<file path="config.mk">
export PLATFORM = sky130hd
export DESIGN_NAME = vga_timing_rx
export DESIGN_NICKNAME = d
export VERILOG_FILES = /design/src/rtl/vga_timing_rx.sv
export SDC_FILE = /design/constraint.sdc
export NUM_CORES = 1
export LEC_CHECK = 0
export ABC_AREA = 0
export BUFFER_PORTS_ARGS = -buffer_cell sky130_fd_sc_hd__buf_2
export CAP_MARGIN = 10
export CORE_MARGIN = 1.5
export CORE_UTILIZATION = 65
export DETAILED_ROUTE_END_ITERATION = 16
export PLACE_DENSITY = 0.88
export SYNTH_ARGS = -nofsm -noshare
export SYNTH_HDL_FRONTEND = slang
export SYNTH_SLANG_ARGS = --single-unit
</file>
<file path="constraint.sdc">
create_clock -name CLK -period 6.62 [get_ports CLK]
set_input_delay 1.655 -clock CLK [delete_from_list [all_inputs] [get_ports CLK]]
set_output_delay 1.655 -clock CLK [all_outputs]
set_load 0.005 [all_outputs]
</file>
<file path="src/rtl/vga_timing_rx.sv">
// VGA timing receiver: measures line/frame geometry from HS_/VS_/DE, locks once
// two consecutive frames agree, and regenerates active-area X/Y aligned to DE_O.
module vga_timing_rx #(
  parameter int XW = 12,
  parameter int YW = 11
) (
  input  logic          CLK,
  input  logic          RST_,
  input  logic          HS_,
  input  logic          VS_,
  input  logic          DE,
  output logic          DE_O,
  output logic [XW-1:0] X,
  output logic [YW-1:0] Y,
  output logic [XW-1:0] HTOTAL,
  output logic [XW-1:0] HACT,
  output logic [YW-1:0] VTOTAL,
  output logic [YW-1:0] VACT,
  output logic          LOCKED,
  output logic          ERR
);
  typedef enum logic [1:0] {ST_SEARCH, ST_MEASURE, ST_VERIFY, ST_LOCK} state_e;

  localparam logic [XW-1:0] HMAX = '1;
  localparam logic [YW-1:0] VMAX = '1;
  localparam logic [XW-1:0] XONE = XW'(1);
  localparam logic [YW-1:0] YONE = YW'(1);

  state_e        state_q, state_d;
  logic          hs_q, vs_q, de_q, hs_p_q, vs_p_q, de_d_q;
  logic          hfall, vfall, tmo;
  logic [XW-1:0] hcnt_q, hde_q, hp_last_q, hd_last_q, hp;
  logic          line_de_q;
  logic [YW-1:0] lcnt_q, lact_q;
  logic [XW-1:0] cand_hp, cand_hd, ref_hp_q, ref_hd_q, htot_q, hact_q;
  logic [YW-1:0] cand_vt, cand_va, ref_vt_q, ref_va_q, vtot_q, vact_q;
  logic          err_q, err_d, load_ref, publish, match_ref, match_pub;
  logic [XW-1:0] x_q;
  logic [YW-1:0] y_q;
  logic          xnew_q, ynew_q, xf, yf;

  assign hfall = hs_p_q & ~hs_q;
  assign vfall = vs_p_q & ~vs_q;
  assign tmo   = (hcnt_q == HMAX);
  assign hp    = hcnt_q + XONE;

  // A vfall that lands on an hfall closes the line first, so bypass the
  // per-line captures into the frame candidate.
  assign cand_hp = hfall ? hp : hp_last_q;
  assign cand_hd = (hfall && line_de_q) ? hde_q : hd_last_q;
  assign cand_vt = lcnt_q + {{(YW-1){1'b0}}, hfall};
  assign cand_va = lact_q + {{(YW-1){1'b0}}, hfall & line_de_q};

  assign match_ref = (cand_hp == ref_hp_q) && (cand_hd == ref_hd_q) &&
                     (cand_vt == ref_vt_q) && (cand_va == ref_va_q);
  assign match_pub = (cand_hp == htot_q) && (cand_hd == hact_q) &&
                     (cand_vt == vtot_q) && (cand_va == vact_q);

  // The hfall cycle's de_q belongs to the new line.
  assign xf = xnew_q | hfall;
  assign yf = ynew_q | vfall;

  always_comb begin
    state_d  = state_q;
    err_d    = 1'b0;
    load_ref = 1'b0;
    publish  = 1'b0;
    if (tmo) begin
      state_d = ST_SEARCH;
      err_d   = (state_q == ST_LOCK);
    end else begin
      case (state_q)
        ST_SEARCH:  if (vfall) state_d = ST_MEASURE;
        ST_MEASURE: if (vfall) begin
          load_ref = 1'b1;
          state_d  = ST_VERIFY;
        end
        ST_VERIFY:  if (vfall) begin
          if (match_ref) begin
            publish = 1'b1;
            state_d = ST_LOCK;
          end else begin
            load_ref = 1'b1;
          end
        end
        ST_LOCK: begin
          if (hfall && (hp != htot_q)) begin
            err_d   = 1'b1;
            state_d = ST_SEARCH;
          end else if (vfall && !match_pub) begin
            err_d    = 1'b1;
            load_ref = 1'b1;
            state_d  = ST_VERIFY;
          end
        end
        default: state_d = ST_SEARCH;
      endcase
    end
  end

  always_ff @(posedge CLK or negedge RST_) begin
    if (!RST_) begin
      state_q <= ST_SEARCH;
      {hs_q, vs_q, de_q, hs_p_q, vs_p_q, de_d_q} <= '0;
      hcnt_q <= '0;  hde_q <= '0;  hp_last_q <= '0;  hd_last_q <= '0;
      line_de_q <= 1'b0;
      lcnt_q <= '0;  lact_q <= '0;
      ref_hp_q <= '0;  ref_hd_q <= '0;  ref_vt_q <= '0;  ref_va_q <= '0;
      htot_q <= '0;  hact_q <= '0;  vtot_q <= '0;  vact_q <= '0;
      err_q <= 1'b0;
      x_q <= '0;  y_q <= '0;  xnew_q <= 1'b0;  ynew_q <= 1'b0;
    end else begin
      hs_q   <= HS_;
      vs_q   <= VS_;
      de_q   <= DE;
      hs_p_q <= hs_q;
      vs_p_q <= vs_q;
      de_d_q <= de_q;

      // hd_last tracks the most recent line that carried DE, so vertical
      // blanking lines before VS_ do not hide the active width.
      if (hfall) begin
        hcnt_q    <= '0;
        hp_last_q <= hp;
        if (line_de_q) hd_last_q <= hde_q;
        hde_q     <= {{(XW-1){1'b0}}, de_q};
        line_de_q <= de_q;
      end else begin
        if (!tmo) hcnt_q <= hcnt_q + XONE;
        if (de_q && (hde_q != HMAX)) hde_q <= hde_q + XONE;
        line_de_q <= line_de_q | de_q;
      end

      if (vfall) begin
        lcnt_q <= '0;
        lact_q <= '0;
      end else if (hfall) begin
        if (lcnt_q != VMAX) lcnt_q <= lcnt_q + YONE;
        if (line_de_q && (lact_q != VMAX)) lact_q <= lact_q + YONE;
      end

      if (de_q) begin
        if (xf) begin
          x_q <= '0;
          y_q <= yf ? '0 : y_q + YONE;
        end else begin
          x_q <= x_q + XONE;
        end
      end
      xnew_q <= xf & ~de_q;
      ynew_q <= yf & ~de_q;

      if (load_ref) begin
        ref_hp_q <= cand_hp;
        ref_hd_q <= cand_hd;
        ref_vt_q <= cand_vt;
        ref_va_q <= cand_va;
      end
      if (publish) begin
        htot_q <= cand_hp;
        hact_q <= cand_hd;
        vtot_q <= cand_vt;
        vact_q <= cand_va;
      end

      state_q <= state_d;
      err_q   <= err_d;
    end
  end

  assign LOCKED = (state_q == ST_LOCK);
  assign ERR    = err_q;
  assign DE_O   = de_d_q & LOCKED;
  assign X      = x_q;
  assign Y      = y_q;
  assign HTOTAL = htot_q;
  assign HACT   = hact_q;
  assign VTOTAL = vtot_q;
  assign VACT   = vact_q;
endmodule
</file>
Word-level counts from Yosys, hierarchy flattened
Index checks and enable logic that the tools add are counted.
- register bits after elaboration: 197
- input bits: 5
- output and inout bits: 72
- logic and storage cells: 128
- $add $sub $neg: 8
- eq/ne operators: 22
- mux-type cells: 37
- bitwise logic cells: 12
- reductions and logical operators: 22
- operators with widths (operator ; number):
    $mux 12 ; 7
    $mux 11 ; 7
    $eq 12x12->1 ; 4
    $eq 11x11->1 ; 4
    $add 12x1->12 const B ; 3
    $add 11x1->11 const B ; 3
    $add 11x1->11 ; 2
    $ne 11x11->1 const B ; 2
    $mux 1 ; 14
    $mux 2 ; 7
    $eq 12x12->1 const B ; 1
    $ne 12x12->1 ; 1
    $ne 12x12->1 const B ; 1
    $ne 3x3->1 const B ; 4
    $logic_and 1x1->1 ; 11
    $pmux 2 s4 ; 1
    $reduce_and 2->1 ; 4
    $reduce_bool 2->1 ; 4
    $and 1x1->1 ; 6
    $reduce_and 5->1 ; 1
    $eq 2x2->1 const B ; 2
    $ne 4x1->1 const B ; 1
    $not 1->1 ; 3
    $or 1x1->1 ; 3
    5 further kinds ; 5

Longest topological paths before layout
- depth after elaboration: 14
- depth in mapped cells: 14
- depth with buffers taken out: 12

Worst setup path after synthesis
OpenSTA, ideal clock, no wires.
- kind: register to register
- from: register hs_q
- to: register vact_q[6], in the netlist VACT[6]
- library setup time: 0.125 ns
- arrival: 4.155 ns
- data required time: 6.495 ns
- setup slack: 2.340 ns
- cell stages (with the launch flop): 15
- path buffers: 2
- period minus slack after synthesis: 4.280 ns
- path through: dfrtp_1 > nand3b_1 > inv_1 > clkbuf_1 > ha_1 > nand4_4 > nor2_1 > xnor2_1 > a2111o_1 > or4_1 > nor3_2 > nand4_4 > nor3_4 > buf_6 > mux2_2
- cells in the longest elaborated chain, start to end: 12
- elaborated cells on any way between the ends: 19
- classes of those cells: add/sub (2); eq/ne (4); mux (6); bitwise (3); reduce/logical (4)
- RTL lines (item ; line ; source):
    start, declared ; 30 ; logic hs_q, vs_q, de_q, hs_p_q, vs_p_q, de_d_q;
    start signal, assigned ; 104 ; {hs_q, vs_q, de_q, hs_p_q, vs_p_q, de_d_q} <= '0;
    start signal, assigned ; 113 ; hs_q <= HS_;
    $not 1->1 * ; 42 ; assign hfall = hs_p_q & ~hs_q;
    $and 1x1->1 * ; 42 ;
    branches (longest 10 deep; another with $add 11x1->11) ; -- ;
    end signal, assigned ; 163 ; vact_q <= cand_va;
    end, declared ; 36 ; logic [YW-1:0] cand_vt, cand_va, ref_vt_q, ref_va_q, vtot_q, vact_q;
Mark *: on every way between the ends.
A chain may end at the register's enable or synchronous reset.

Final worst setup path
- from: register hs_q
- to: register ref_hd_q[6]
- cells in the longest elaborated chain, start to end: 14
- elaborated cells on any way between the ends: 31
- classes of those cells: add/sub (2); eq/ne (8); mux (8); bitwise (3); reduce/logical (10)
- RTL lines (item ; line ; source):
    $not 1->1 * ; 42 ;
    $and 1x1->1 * ; 42 ;
    branches (longest 12 deep; another with $add 11x1->11) ; -- ;
    end signal, assigned ; 155 ; ref_hd_q <= cand_hd;
    end, declared ; 35 ; logic [XW-1:0] cand_hp, cand_hd, ref_hp_q, ref_hd_q, htot_q, hact_q;
Marks and branches as above.

==> impl_metrics.xml <==
<?xml version="1.0" encoding="UTF-8"?>
<metrics>
  <group name="timing">
    <metric name="hold_viol" unit="">0</metric>
    <metric name="grt_setup_unrepaired" unit="">false</metric>
    <metric name="fmax" unit="MHz">177</metric>
    <metric name="worst_pin_slew" unit="ns">0.911</metric>
    <metric name="worst_hold_slack_after_final_layout" unit="ns">0.398</metric>
    <metric name="post_layout_min_period" unit="ns">5.64</metric>
    <metric name="fin_skew" unit="ns">0.0103</metric>
    <metric name="relSlewSlack" unit="">0.393</metric>
    <metric name="totalNegativeSetupSlack" unit="ns">0</metric>
    <metric name="slew_violations" unit="">0</metric>
    <metric name="fin_crit_sh" unit="">0.852</metric>
    <metric name="setup-violations-final" unit="">0</metric>
  </group>
  <group name="drt">
    <metric name="route.final.wire_length" unit="um">31100</metric>
    <metric name="detailedRoute.firstIterationViolations" unit="">1136</metric>
    <metric name="drt_pass1_iterations" unit="">9</metric>
    <metric name="ant_nets" unit="">0</metric>
    <metric name="routedWlPerCell" unit="um">22.1</metric>
    <metric name="vias" unit="">9269</metric>
    <metric name="viasPerCell" unit="">6.59</metric>
    <metric name="post-route-drc-count" unit="">0</metric>
  </group>
  <group name="cts">
    <metric name="cts_bufs_inserted" unit="">17</metric>
    <metric name="clock_tree.root_cell" unit="">clkbuf_16</metric>
    <metric name="tritoncts_clock_tree" unit="">done</metric>
    <metric name="cts.hold.buffers_added" unit="">0</metric>
    <metric name="number_of_levels_the_h_tree_was_split_into" unit="">4</metric>
    <metric name="clock_insertion_delay_worst_skew" unit="ns">0.44</metric>
    <metric name="clock_sink_count" unit="">197</metric>
    <metric name="cts_resized" unit="">0</metric>
    <metric name="clk_pin_slew" unit="ns">0.08</metric>
    <metric name="clock_path_buffers" unit="">2</metric>
    <metric name="postCtsSetupBuffers" unit="">0</metric>
  </group>
  <group name="worst_setup_path">
    <metric name="slowest_stage" unit="">a2111oi_0</metric>
    <metric name="crit_buf_inv" unit="">2</metric>
    <metric name="register_to_register_setup_slack" unit="ns">0.98</metric>
    <metric name="worst_ep_required_time" unit="ns">6.95</metric>
    <metric name="setup.worst_path.class" unit="">flip-flop to flip-flop</metric>
    <metric name="crit_family" unit="">simple AND/OR/NAND/NOR gates</metric>
    <metric name="critical_path_cell_count" unit="">13</metric>
    <metric name="timing.critical_path.slowest_cell_delay" unit="ns">0.80</metric>
    <metric name="crit_path_cell_trace" unit="">nand3b_1 &gt; inv_1 &gt; ha_1 &gt; nand4_4 &gt; nor3_1 &gt; o32ai_1 &gt; a2111oi_0 &gt; nand4bb_1 &gt; nor3_1 &gt; nand4_4 &gt; o221ai_4 &gt; buf_4 &gt; mux2_2</metric>
    <metric name="endpoint_kind" unit="">flip-flop</metric>
    <metric name="worstReg2RegEnd" unit="">ref_hd_q[6]$_DFFE_PN0P_</metric>
    <metric name="reg2regPathDepth" unit="">13</metric>
    <metric name="reg2reg_from" unit="">hs_q$_DFF_PN0_</metric>
    <metric name="setup.worst_path.start_class" unit="">flip-flop</metric>
    <metric name="cp_data_arrival_time" unit="ns">5.97</metric>
    <metric name="crit_path_end" unit="">ref_hd_q[6]$_DFFE_PN0P_</metric>
    <metric name="critical_path_peak_fanout" unit="">35</metric>
    <metric name="critical_path.startpoint" unit="">hs_q$_DFF_PN0_</metric>
  </group>
  <group name="finish">
    <metric name="layout_commonest_cell" unit="">dfrtp_1</metric>
    <metric name="multi_input_area" unit="sq mm">0.00587</metric>
    <metric name="register_area" unit="sq mm">0.00493</metric>
    <metric name="final_cell_area" unit="sq mm">0.0124</metric>
    <metric name="post_route_cells_drive_above_1_share" unit="">0.179</metric>
    <metric name="num_antenna_cells" unit="">0</metric>
    <metric name="area_growth_syn_to_layout" unit="%">9.89</metric>
    <metric name="layout.nets" unit="">1187</metric>
    <metric name="fillerInstances" unit="">1175</metric>
    <metric name="final_cell_mix" unit="">dfrtp_1 (197), nor2_1 (83), xnor2_1 (82)</metric>
  </group>
  <group name="global_route">
    <metric name="gr-usage-all-layers" unit="">0.357</metric>
    <metric name="globalRouteOverflowTotal" unit="">0</metric>
    <metric name="grt_start_max_net_pins" unit="">119</metric>
    <metric name="grt_antenna_before_repair" unit="">1</metric>
    <metric name="grt_first_pass_wirelength" unit="um">49500</metric>
    <metric name="vias_in_the_first_global_route" unit="">8933</metric>
  </group>
  <group name="yosys">
    <metric name="synth.yosys.warnings" unit="">0</metric>
    <metric name="ys_dominant_reg_cell" unit="">dfrtp_1</metric>
    <metric name="synth.ff_latch_count" unit="">197</metric>
    <metric name="synth_area_per_cell" unit="sq um">9.97</metric>
    <metric name="synthesis.instances" unit="">1130</metric>
    <metric name="edff_count_synth" unit="">0</metric>
    <metric name="mappedNetlistArea" unit="sq mm">0.0113</metric>
    <metric name="post_synth_num_cell_types" unit="">76</metric>
    <metric name="mappedNetlistNets" unit="">1143</metric>
    <metric name="asyncSetResetFlopFracSynth" unit="">1.00</metric>
    <metric name="ys_seq_area_frac" unit="">0.438</metric>
  </group>
  <group name="power">
    <metric name="p_total" unit="uW">3360</metric>
    <metric name="worst_vdd_rail_ir_drop" unit="uV">255</metric>
    <metric name="power_per_cell_area" unit="mW/mm^2">272</metric>
    <metric name="power.static_leakage" unit="uW">0.00577</metric>
  </group>
  <group name="floorplanning">
    <metric name="fp.coreArea" unit="sq mm">0.0168</metric>
    <metric name="start_util" unit="">0.672</metric>
    <metric name="die_y" unit="um">135</metric>
    <metric name="boundaryPins" unit="">77</metric>
    <metric name="floorplan.rows" unit="">47</metric>
    <metric name="chipWidth" unit="um">135</metric>
    <metric name="die_area" unit="sq mm">0.0181</metric>
  </group>
  <group name="placed_design">
    <metric name="place.detailed.hpwl" unit="um">22200</metric>
    <metric name="last_weighted_congestion_value_of_the_routability_driven_placer" unit="">1.02</metric>
    <metric name="port-buffer-count" unit="">76</metric>
    <metric name="placed_cell_area" unit="sq mm">0.0117</metric>
  </group>
  <group name="flow_run">
    <metric name="max_cap_viol_count" unit="">0</metric>
  </group>
  <group name="outcome">
    <metric name="status" unit="">finished clean</metric>
  </group>
  <group name="min_path">
    <metric name="hold_class" unit="">flip-flop to flip-flop</metric>
  </group>
</metrics>
==> registers in the layout, indices dropped and copies added, names as in the netlist, 2 cells and up <==
| name | count |
|---|---|
| hp_last_q | 12 |
| ref_hp_q | 12 |
| VACT | 11 |
| VTOTAL | 11 |
| lact_q | 11 |
| Y | 11 |
| hde_q | 12 |
| lcnt_q | 11 |
| ref_hd_q | 12 |
| hcnt_q | 12 |
| ref_vt_q | 11 |
| HACT | 12 |
| state_q | 2 |
| HTOTAL | 12 |
| ref_va_q | 11 |
| hd_last_q | 12 |
| X | 12 |
==> layout make-up <==
class	instances	area share
Inverter	45	0.0137
Tap cell	220	0.0222
Clock inverter	15	0.0186
Multi-Input combinational cell	826	0.475
Timing Repair Buffer	87	0.0381
Clock buffer	17	0.0344
Sequential cell	197	0.398
==> layer usage <==
metal,wire length (um),up-vias,track usage,part of all wire
met4,1050,0,0.137,0.034
met2,14400,498,0.558,0.46
li1,-,4129,-,-
met5,0,-,0,0
met1,12500,4552,0.477,0.40
met3,3110,90,0.101,0.10
==> power breakdown <==
part           internal, uW  switching (uW)  leakage, uW  total [uW]
sequential             1320             159      0.00267        1470
clock                   621             523     0.000320        1140
combinational           310             435      0.00278         744
==> synth_stat cells (4+ instances only) <==
| master | number | area (sq um) |
|---|---|---|
| dfrtp_1 | 197 | 4930 |
| nor2_1 | 83 | 312 |
| xnor2_1 | 82 | 718 |
| mux2_2 | 78 | 878 |
| nand2_1 | 72 | 270 |
| o21ai_0 | 65 | 325 |
| xor2_1 | 64 | 561 |
| a21oi_1 | 52 | 260 |
| inv_1 | 45 | 169 |
| clkbuf_1 | 37 | 139 |
| nand3_1 | 29 | 145 |
| nor3_1 | 25 | 125 |
| or3_1 | 23 | 144 |
| nand4_1 | 22 | 138 |
| mux2i_1 | 20 | 200 |
| and3_1 | 15 | 93.8 |
| nor2b_1 | 15 | 93.8 |
| nand2b_1 | 14 | 87.6 |
| mux2_1 | 12 | 135 |
| nor4_1 | 10 | 62.6 |
| o211ai_1 | 10 | 75.1 |
| a31oi_1 | 9 | 56.3 |
| o2111ai_1 | 9 | 78.8 |
| buf_1 | 8 | 30.0 |
| buf_4 | 8 | 60.1 |
| ha_1 | 8 | 100 |
| a221oi_1 | 7 | 61.3 |
| nand3b_1 | 7 | 52.6 |
| a2111oi_0 | 6 | 52.6 |
| a22oi_1 | 6 | 45.0 |
| buf_2 | 5 | 25.0 |
| o22ai_1 | 5 | 31.3 |
| and4_1 | 4 | 35.0 |
| buf_6 | 4 | 45.0 |
| o221ai_1 | 4 | 35.0 |
| or4_1 | 4 | 30.0 |
==> stage by stage <==
step / cells / util / setup slack (ns)
2_1_floorplan: 1130 / - / 2.34
3_3_place_gp: 1375 / 0.699 / 1.32
4_1_cts: 1407 / 0.738 / 1.21
3_5_place_dp: 1375 / 0.699 / 1.26
6_report: 1407 / 0.738 / 0.982
5_1_grt: 1407 / 0.738 / 0.863
==> cell families (layout without fill, tap and decap cells) <==
logic type / after synthesis / after routing / share of synthesized area
AO/OA/AOI/OAI: 216 / 216 / 0.126
XOR/XNOR: 148 / 148 / 0.118
adder cells (fa/ha/maj): 8 / 8 / 0.00889
buffers and inverters: 107 / 164 / 0.0416
flip-flops: 197 / 197 / 0.438
multiplexers: 110 / 110 / 0.108
AND/OR/NAND/NOR: 344 / 344 / 0.160
==> worst min path at each step <==
stage | from | to | slack (ns) | depth (start not counted)
6_report | vs_q$_DFF_PN0_ | vs_p_q$_DFF_PN0_ | 0.40 | 0
3_5_place_dp | vs_q$_DFF_PN0_ | vs_p_q$_DFF_PN0_ | 0.39 | 0
2_1_floorplan | vs_q$_DFF_PN0_ | vs_p_q$_DFF_PN0_ | 0.35 | 0
5_1_grt | vs_q$_DFF_PN0_ | vs_p_q$_DFF_PN0_ | 0.41 | 0
3_3_place_gp | vs_q$_DFF_PN0_ | vs_p_q$_DFF_PN0_ | 0.38 | 0
4_1_cts | vs_q$_DFF_PN0_ | vs_p_q$_DFF_PN0_ | 0.40 | 0
(Power assumes the default switching activity.)
